### config.mk
export PLATFORM = sky130hd
export DESIGN_NAME = div_sequencer
export DESIGN_NICKNAME = d
export VERILOG_FILES = /design/src/rtl/div_sequencer_pkg.sv /design/src/rtl/div_sequencer_step.sv /design/src/rtl/div_sequencer.sv
export SDC_FILE = /design/constraint.sdc
export NUM_CORES = 1
export LEC_CHECK = 0
export BUFFER_PORTS_ARGS = -buffer_cell sky130_fd_sc_hd__buf_4
export CAP_MARGIN = 10
export CORE_MARGIN = 2
export CORE_UTILIZATION = 50
export DETAILED_ROUTE_END_ITERATION = 12
export PLACE_DENSITY_LB_ADDON = 0.05
export SETUP_SLACK_MARGIN = 0.5
export SLEW_MARGIN = 20
export SYNTH_ARGS = -nofsm -noshare
export SYNTH_HDL_FRONTEND = slang
export SYNTH_SLANG_ARGS = --single-unit
### constraint.sdc
create_clock -name clk -period 6.05 [get_ports clk]
set_clock_uncertainty 0.1 [all_clocks]
set_input_delay 0.3025 -clock clk [delete_from_list [all_inputs] [get_ports clk]]
set_output_delay 0.3025 -clock clk [all_outputs]
set_load 0.02 [all_outputs]
### src/rtl/div_sequencer_pkg.sv
// Shared encodings and constants for the signed iterative divider.
// Imported by div_sequencer and div_step.
package div_sequencer_pkg;

    localparam int DIV_STEPS = 32;

    // Encoding 3 is never entered; the FSM treats it as IDLE.
    typedef enum logic [1:0] {
        DIV_IDLE  = 2'd0,
        DIV_CALC  = 2'd1,
        DIV_FIXUP = 2'd2
    } div_state_t;

    // Sign flags latched at accept time and applied at fix-up.
    typedef struct packed {
        logic neg_q;
        logic neg_r;
    } div_sign_t;

endpackage

### src/rtl/div_sequencer_step.sv
// div_step: one restoring-division iteration on unsigned magnitudes.
// Latency: combinational. Backpressure: none, the caller sequences the steps.
// Usage: the partial remainder stays below divisor_mag between steps.
module div_step
    import div_sequencer_pkg::*;
#(
    parameter int WIDTH = DIV_STEPS
) (
    input  logic [WIDTH-1:0] rem,
    input  logic [WIDTH-1:0] q,
    input  logic [WIDTH-1:0] divisor_mag,
    output logic [WIDTH-1:0] rem_next,
    output logic [WIDTH-1:0] q_next
);

    logic [WIDTH:0] shifted;
    logic [WIDTH:0] diff;
    logic           non_neg;

    // rem < divisor_mag, so rem's top bit is always 0; diff's top bit is a true borrow.
    assign shifted  = {rem, q[WIDTH-1]};
    assign diff     = shifted - {1'b0, divisor_mag};
    assign non_neg  = ~diff[WIDTH];
    assign rem_next = non_neg ? diff[WIDTH-1:0] : shifted[WIDTH-1:0];
    assign q_next   = {q[WIDTH-2:0], non_neg};

endmodule

### src/rtl/div_sequencer.sv
// div_sequencer: signed DIV controller, restoring datapath and HI/LO registers.
// Latency: WIDTH+1 cycles from accept to HI/LO update; divide-by-zero writes on the accept edge.
// Backpressure: stall holds dependent MF reads and a re-presented start until IDLE.
module div_sequencer
    import div_sequencer_pkg::*;
#(
    parameter int WIDTH = DIV_STEPS,
    parameter int CNT_W = 6
) (
    input  logic             clk,
    input  logic             reset,
    input  logic             start,
    input  logic [WIDTH-1:0] dividend,
    input  logic [WIDTH-1:0] divisor,
    input  logic             mf_read,
    output logic             busy,
    output logic             stall,
    output logic [WIDTH-1:0] hi,
    output logic [WIDTH-1:0] lo,
    output logic             done
);

    div_state_t       state;
    div_state_t       state_nxt;
    logic [CNT_W-1:0] cnt;
    logic [WIDTH-1:0] rem;
    logic [WIDTH-1:0] q;
    logic [WIDTH-1:0] divisor_mag;
    div_sign_t        sign;

    logic [WIDTH-1:0] rem_next;
    logic [WIDTH-1:0] q_next;
    logic [WIDTH-1:0] dividend_abs;
    logic [WIDTH-1:0] divisor_abs;
    logic             divisor_zero;
    logic             last_step;

    // Magnitude of the most negative value wraps to itself, which is correct unsigned.
    assign dividend_abs = dividend[WIDTH-1] ? -dividend : dividend;
    assign divisor_abs  = divisor[WIDTH-1]  ? -divisor  : divisor;
    assign divisor_zero = (divisor == '0);
    assign last_step    = (cnt == CNT_W'(WIDTH - 1));

    assign busy  = (state != DIV_IDLE);
    assign stall = busy & (mf_read | start);

    div_step #(
        .WIDTH (WIDTH)
    ) u_step (
        .rem         (rem),
        .q           (q),
        .divisor_mag (divisor_mag),
        .rem_next    (rem_next),
        .q_next      (q_next)
    );

    always_ff @(posedge clk or posedge reset) begin
        if (reset) begin
            state <= DIV_IDLE;
        end else begin
            state <= state_nxt;
        end
    end

    always_comb begin
        state_nxt = state;
        case (state)
            DIV_IDLE: begin
                if (start && !divisor_zero) begin
                    state_nxt = DIV_CALC;
                end
            end
            DIV_CALC: begin
                if (last_step) begin
                    state_nxt = DIV_FIXUP;
                end
            end
            DIV_FIXUP: begin
                state_nxt = DIV_IDLE;
            end
            default: begin
                state_nxt = DIV_IDLE;
            end
        endcase
    end

    always_ff @(posedge clk or posedge reset) begin
        if (reset) begin
            cnt         <= '0;
            rem         <= '0;
            q           <= '0;
            divisor_mag <= '0;
            sign        <= '0;
            hi          <= '0;
            lo          <= '0;
            done        <= 1'b0;
        end else begin
            done <= 1'b0;
            case (state)
                DIV_IDLE: begin
                    if (start) begin
                        if (divisor_zero) begin
                            // No trap: divide-by-zero resolves immediately to a defined pattern.
                            hi   <= dividend;
                            lo   <= '1;
                            done <= 1'b1;
                        end else begin
                            q           <= dividend_abs;
                            divisor_mag <= divisor_abs;
                            rem         <= '0;
                            cnt         <= '0;
                            sign.neg_q  <= dividend[WIDTH-1] ^ divisor[WIDTH-1];
                            sign.neg_r  <= dividend[WIDTH-1];
                        end
                    end
                end
                DIV_CALC: begin
                    rem <= rem_next;
                    q   <= q_next;
                    cnt <= cnt + CNT_W'(1);
                end
                DIV_FIXUP: begin
                    lo   <= sign.neg_q ? -q   : q;
                    hi   <= sign.neg_r ? -rem : rem;
                    done <= 1'b1;
                end
                default: begin
                end
            endcase
        end
    end

endmodule

### Yosys cells after proc, flatten, opt, wreduce, memory -nomap -nowiden

Index checks and enable logic that the tools add are counted.
W data, S select, Z words.

| operators by class | value |
|---|---|
| add/sub/neg operators | 6 |
| eq/ne operators | 8 |
| muxes and demuxes | 26 |
| bitwise operators | 5 |
| reductions and logical operators | 11 |

Operator list:

| cell | count |
|---|---|
| $mux W32 | 13 |
| $pmux W32 S2 | 4 |
| $neg A32 Y32 | 4 |
| $sub A33 B32 Y33 | 1 |
| $logic_not A32 Y1 | 1 |
| $mux W6 | 2 |
| $pmux W6 S2 | 1 |
| $ne A2 B2 Y1 const B | 5 |
| $reduce_and A3 Y1 | 3 |
| $add A6 B1 Y6 const B | 1 |
| $eq A6 B5 Y1 const B | 1 |
| $reduce_bool A2 Y1 | 3 |
| $mux W2 | 2 |
| $pmux W2 S2 | 1 |
| $eq A2 B1 Y1 const B | 1 |
| $eq A2 B2 Y1 const B | 1 |
| $logic_not A2 Y1 | 1 |
| $mux W1 | 2 |
| $not A1 Y1 | 2 |
| $pmux W1 S2 | 1 |
| $reduce_and A2 Y1 | 1 |
| $and A1 B1 Y1 | 1 |
| $logic_and A1 B1 Y1 | 1 |
| $logic_not A1 Y1 | 1 |
| other kinds (2) | 2 |

| storage, ports and cells | value |
|---|---|
| bits in registers | 171 |
| input port bits | 68 |
| output and inout bits | 67 |
| word-level logic and storage cells | 66 |

### Depth between registers and ports, before layout

| logic depth | value |
|---|---|
| depth in word-level cells | 5 |
| gate-level depth with buffers | 14 |
| mapped depth without buffers | 12 |

### By module

From an unflattened synthesis, not the netlist that was laid out.

| unflattened totals | value |
|---|---|
| cells, all modules | 1427 |
| area total of the unflattened synthesis | 12151.7 um^2 |

By module, submodules not included:

| module | instances | cells an instance | area each (um^2) | seq. area each (um^2) |
|---|---|---|---|---|
| div_sequencer | 1 | 1090 | 9552.9 | 4279.1 |
| div_step | 1 | 337 | 2598.7 | 0.0 |

### Worst setup path after synthesis

No wires, ideal clock.

| path | value |
|---|---|
| path kind | reg2reg |
| start | register q[31] |
| end | register rem[3] |
| library setup time | 0.135 ns |
| arrival | 2.892 ns |
| required time | 5.815 ns |
| path slack | 2.923 ns |
| stages on the path, launching flop included | 15 |
| buffers on the path | 2 |
| clock period less this slack | 3.127 ns |
| cells stage by stage | dfrtp_1 -> inv_1 -> ha_1 -> fa_1 -> nand2b_1 -> a21oi_1 -> o21ai_0 -> o21ai_0 -> nand3_1 -> a211o_1 -> nand3_1 -> buf_2 -> buf_1 -> mux2i_1 -> o21ai_0 |

| between the ends | value |
|---|---|
| cells in the longest elaborated chain, start to end | 3 |

RTL lines:

| item | RTL line | RTL |
|---|---|---|
| start, declared | div_sequencer.sv:27 | `logic [WIDTH-1:0] q;` |
| start signal, assigned | div_sequencer.sv:108 | `q <= dividend_abs;` |
| start signal, assigned | div_sequencer.sv:119 | `q <= q_next;` |
| $sub A33 B32 Y33 | div_sequencer_step.sv:22 | `assign diff = shifted - {1'b0, divisor_mag};` |
| $mux W32 | div_sequencer_step.sv:24 | `assign rem_next = non_neg ? diff[WIDTH-1:0] : shifted[WIDTH-1:0];` |
| $pmux W32 S2 | div_sequencer.sv:99 | `case (state)` |
| end signal, assigned | div_sequencer.sv:118 | `rem <= rem_next;` |
| end, declared | div_sequencer.sv:26 | `logic [WIDTH-1:0] rem;` |

No other way between the ends.
A chain may end at the register's enable or synchronous reset.

### Worst setup path in the final report

| path | value |
|---|---|
| start | register q[31] |
| end | register rem[5] |

Same word-level chain as after synthesis.

==> results.md <==
- The synthesized netlist devotes 21.3% of its cell area to compound gates.
- The power dissipated by switching net loads is approximately 3.4 mW.
- For the worst setup path, the data arrival time is between 4000 and 5000 ps.
- The netlist uses 67 different library cells.
- The antenna diode instance count is 0.
- Setup repair after global routing left no endpoint under its margin.
- The final number of hold-violating endpoints is 0.
- The weighted congestion at the end of routability-driven global placement is between 0.8 and 0.9.
- Measured along the x axis, the die boundary spans 155 microns.
- Power spread over the standard cell area amounts to 562 mW/mm^2.
- The worst slack after detailed placement is roughly 2000 ps.
- The largest net degree at the start of global routing is 100.
- At the pin with the least slew margin, the transition time is 1070 ps.
- The standby leakage power is 5.59 nW.
- Of the total power, the clock network draws 15.1%.
- The share of synthesized cell area in full adder, half adder and majority cells is about 4.2%.
- In the layout the commonest cells are 171 x o21ai_0, 171 x dfrtp_1, 162 x nand2_1.
- Synthesis produced a netlist with a net count of around 1.5k.
- Sorting the synthesized cells by area gives the leading types as dfrtp_1 37%, o21ai_0 7.5%, xor2_1 6.2%.
- The part of the cycle the worst path needs is a little under 70%.
- The total number of nets in the final design is 1542.
- For this configuration, the core starts out at a cell density of just over 50%.
- The detailed router placed 10.0k vias in this run.
- The synthesized netlist devotes a little under a fifth of its cell area to simple gates.
- The share of the synthesized area in the top cell type is 37.3%.
- The cell area reported after detailed placement is roughly 0.013 sq mm.
- The die extent in y is 155 microns.
- The number of warnings issued by yosys is 0.
- The critical path required time is 6230 ps.
- The first detailed-routing pass ran for 5 iterations.
- By startpoint and endpoint, the worst setup path is classified as reg2reg.
- Counting flops and latches in the post-synthesis netlist gives 171.
- around 140 I/O pins were placed.
- The first global-routing pass estimated ~50000 microns of wire.
- The area growth from synthesis to layout is 15.2%.
- Detailed placement finished with a half-perimeter wire length of roughly 22000 microns.
- In this run the number of H-tree levels came out at 4.
- The number of global-route vias before repair is 9517.
- The worst setup path is launched from a register.
- In the post-route analysis, the smallest setup slack over all paths is roughly 1900 ps.
- No sink is reached through more buffers than the 2 on the longest clock path.
- The fraction of layout instances using a drive strength above 1 is between 10% and 20%.
- Setup violations remaining at the end of the flow were counted as 0.
- The clock-pin slew reported for the worst setup and hold paths after clock tree synthesis is ~70 ps.
- The endpoint class of the critical path is a register.
- Synthesis produced a netlist whose cell count is between 1k and 1.5k.
- After floorplanning, the core was divided into between 50 and 60 placement rows.
- The internal power contribution is just over 4 mW.
- The cell type contributing the most total cell area after synthesis is dfrtp_1.
- The aggregate global routing overflow is 0.
- The total area inside the core boundary comes to ~0.023 sq mm.
- A synthesized cell averages between 8 and 9 sq um.
- The per-cell routed wire length is roughly 17 microns.
- For the worst-skew pair, the clock arrives at the later sink with an insertion delay of 440 ps.
- Based on the critical path, the design can be clocked at up to around 0.24 GHz.
- The CTS tree is built.
- The setup check on the worst reg-to-reg path leaves a slack of ~1900 ps.
- The max-slew violation count is 0.
- After synthesis, the share of cell area in mux cells is around 2.8%.
- The flow ran to the end, and the final reports show no timing, DRC or antenna violations.
- In this run, synthesis inferred 0 flip-flops with an integrated enable.
- The number of nets with antenna violations after detailed routing is 0.
- After detailed routing, the number of remaining DRC violations is 0.
- The quantity of I/O buffers inserted on ports is 134.
- The sum of negative setup slack is 0 ps.
- The number of DRC markers after the initial detailed-route iteration is ~720.
- The root buffer cell chosen for the clock tree is clkbuf_16.
- The number of clock buffers added by TritonCTS is 17.
- The number of antenna violations at the first check in global routing was 0.
- CTS saw ~170 sinks.
- Once the clock tree was built, the resizer swapped 0 gates to a different size.
- The worst-path maximum fanout is 20.
- VDD sags by at most around 190 uV.
- The post-synthesis async set-or-reset flop share is between 90% and 100%.
- After detailed routing, the number of vias per cell comes to just under 6.
- In this run, the combinational gates consume 55.9% of the power.
- The die area is roughly 0.024 sq mm.
- Of the total power, registers draw between 20% and 30%.
- The primary flip-flop cell chosen by synthesis mapping is dfrtp_1.
- By area, the combinational part of the netlist is dominated by compound AO/OA/AOI/OAI gates.
- Global routing consumed, over all layers together, around 25% of the routing resources.
- The headroom to the max-slew limit is about 29%.
- The synthesized netlist devotes between 10% and 20% of its cell area to XOR and XNOR gates.
- The switching fraction of total power is 45.3%.
- The wire length after detailed routing is about 30000 microns.
- The tool flagged a number of max-cap violations equal to 0.
- The worst path in the final design needs a cycle of slightly above 4000 ps, including I/O delays and setup.
- The worst hold margin is around 50 ps.
- The worst hold path class is in2reg.
- The finished layout cell area is roughly 0.013 sq mm.
- The proportion of synthesized chip area in sequential cells is 37.3%.
- The utilization of the core after routing is between 50% and 60%.
- The mapped netlist covers approximately 0.011 sq mm.
state kept, by name, summed over array words and instances, names as in the netlist:
| name | cells |
|---|---|
| divisor_mag | 32 |
| hi | 32 |
| lo | 32 |
| q | 32 |
| rem | 32 |
| cnt | 6 |
| sign | 2 |
| state | 2 |
| done | 1 |
worst max-delay path: stages (launching register included):
cell and delay (ps):
dfrtp_1 330, inv_1 90, ha_1 240, fa_1 380
nand2b_1 200, a21oi_1 210, o21ai_0 230, o21ai_0 620
nand3_1 220, a211o_1 320, nand3_2 310, buf_4 410
mux2i_1 230, o21ai_0 90
what timing repair did:
item	CTS	global route
hold buffers	1	0
endpoints found under the hold margin	15	0
buffers inserted	0	0
power groups by stage:
stage,Combinational [mW],Sequential (mW),Clock [mW]
2_1_floorplan,3.26,2.03,0
3_3_place_gp,4.08,2.15,0
3_5_place_dp,4.14,2.17,0
4_1_cts,4.16,2.15,1.13
5_1_grt,4.69,2.22,1.18
6_report,4.14,2.15,1.12
metal layers:
| layer | track usage, % | wire (microns) |
|---|---|---|
| met2 | 43.7 | 14600 |
| met5 | 0 | 0 |
| met4 | 8.65 | 825 |
| met3 | 3.34 | 1240 |
| met1 | 32.8 | 13300 |
kinds of logic after synthesis:
| logic type | count (synthesis) |
|---|---|
| adder cells (fa/ha/maj) | 38 |
| AO/OA/AOI/OAI | 397 |
| multiplexers | 32 |
| AND/OR/NAND/NOR | 432 |
| buffers and inverters | 133 |
| flip-flops | 171 |
| XOR/XNOR | 149 |
cell type report:
class,count,area [sq um]
Clock buffer,18,429
Clock inverter,14,158
Fill cell,2088,9370
Inverter,53,204
Multi-Input combinational cell,1048,6680
Sequential cell,171,4280
Tap cell,285,357
Timing Repair Buffer,145,1090
synth_stat cells (22+ instances only):
cell / number
nor2_1: 60
a21oi_1: 64
nor3_1: 56
nand3_1: 56
dfrtp_1: 171
nand2_1: 163
o22ai_1: 23
mux2i_1: 32
o21ai_0: 171
nand2b_1: 22
inv_1: 52
xnor2_1: 68
ha_1: 37
o31ai_1: 32
xor2_1: 81
clkbuf_1: 61
stage by stage:
step / power, mW / std cells
floorplan: 5.28 / 1352
global placement: 6.23 / 1701
detailed placement: 6.31 / 1701
CTS: 7.44 / 1734
global route: 8.09 / 1734
finish: 7.41 / 1734
final timing paths:
path | depth (start not counted) | endpoint | start
setup / recovery | 13 | rem[5] | q[31]
hold reg to reg | 2 | divisor_mag[23] | divisor_mag[23]
hold / removal | 3 | hi[25] | dividend[25]
setup reg to reg | 13 | rem[5] | q[31]
max in group asynchronous | 4 | hi[25] | reset
min in group asynchronous | 3 | q[10] | reset
(Power assumes the default switching activity.)
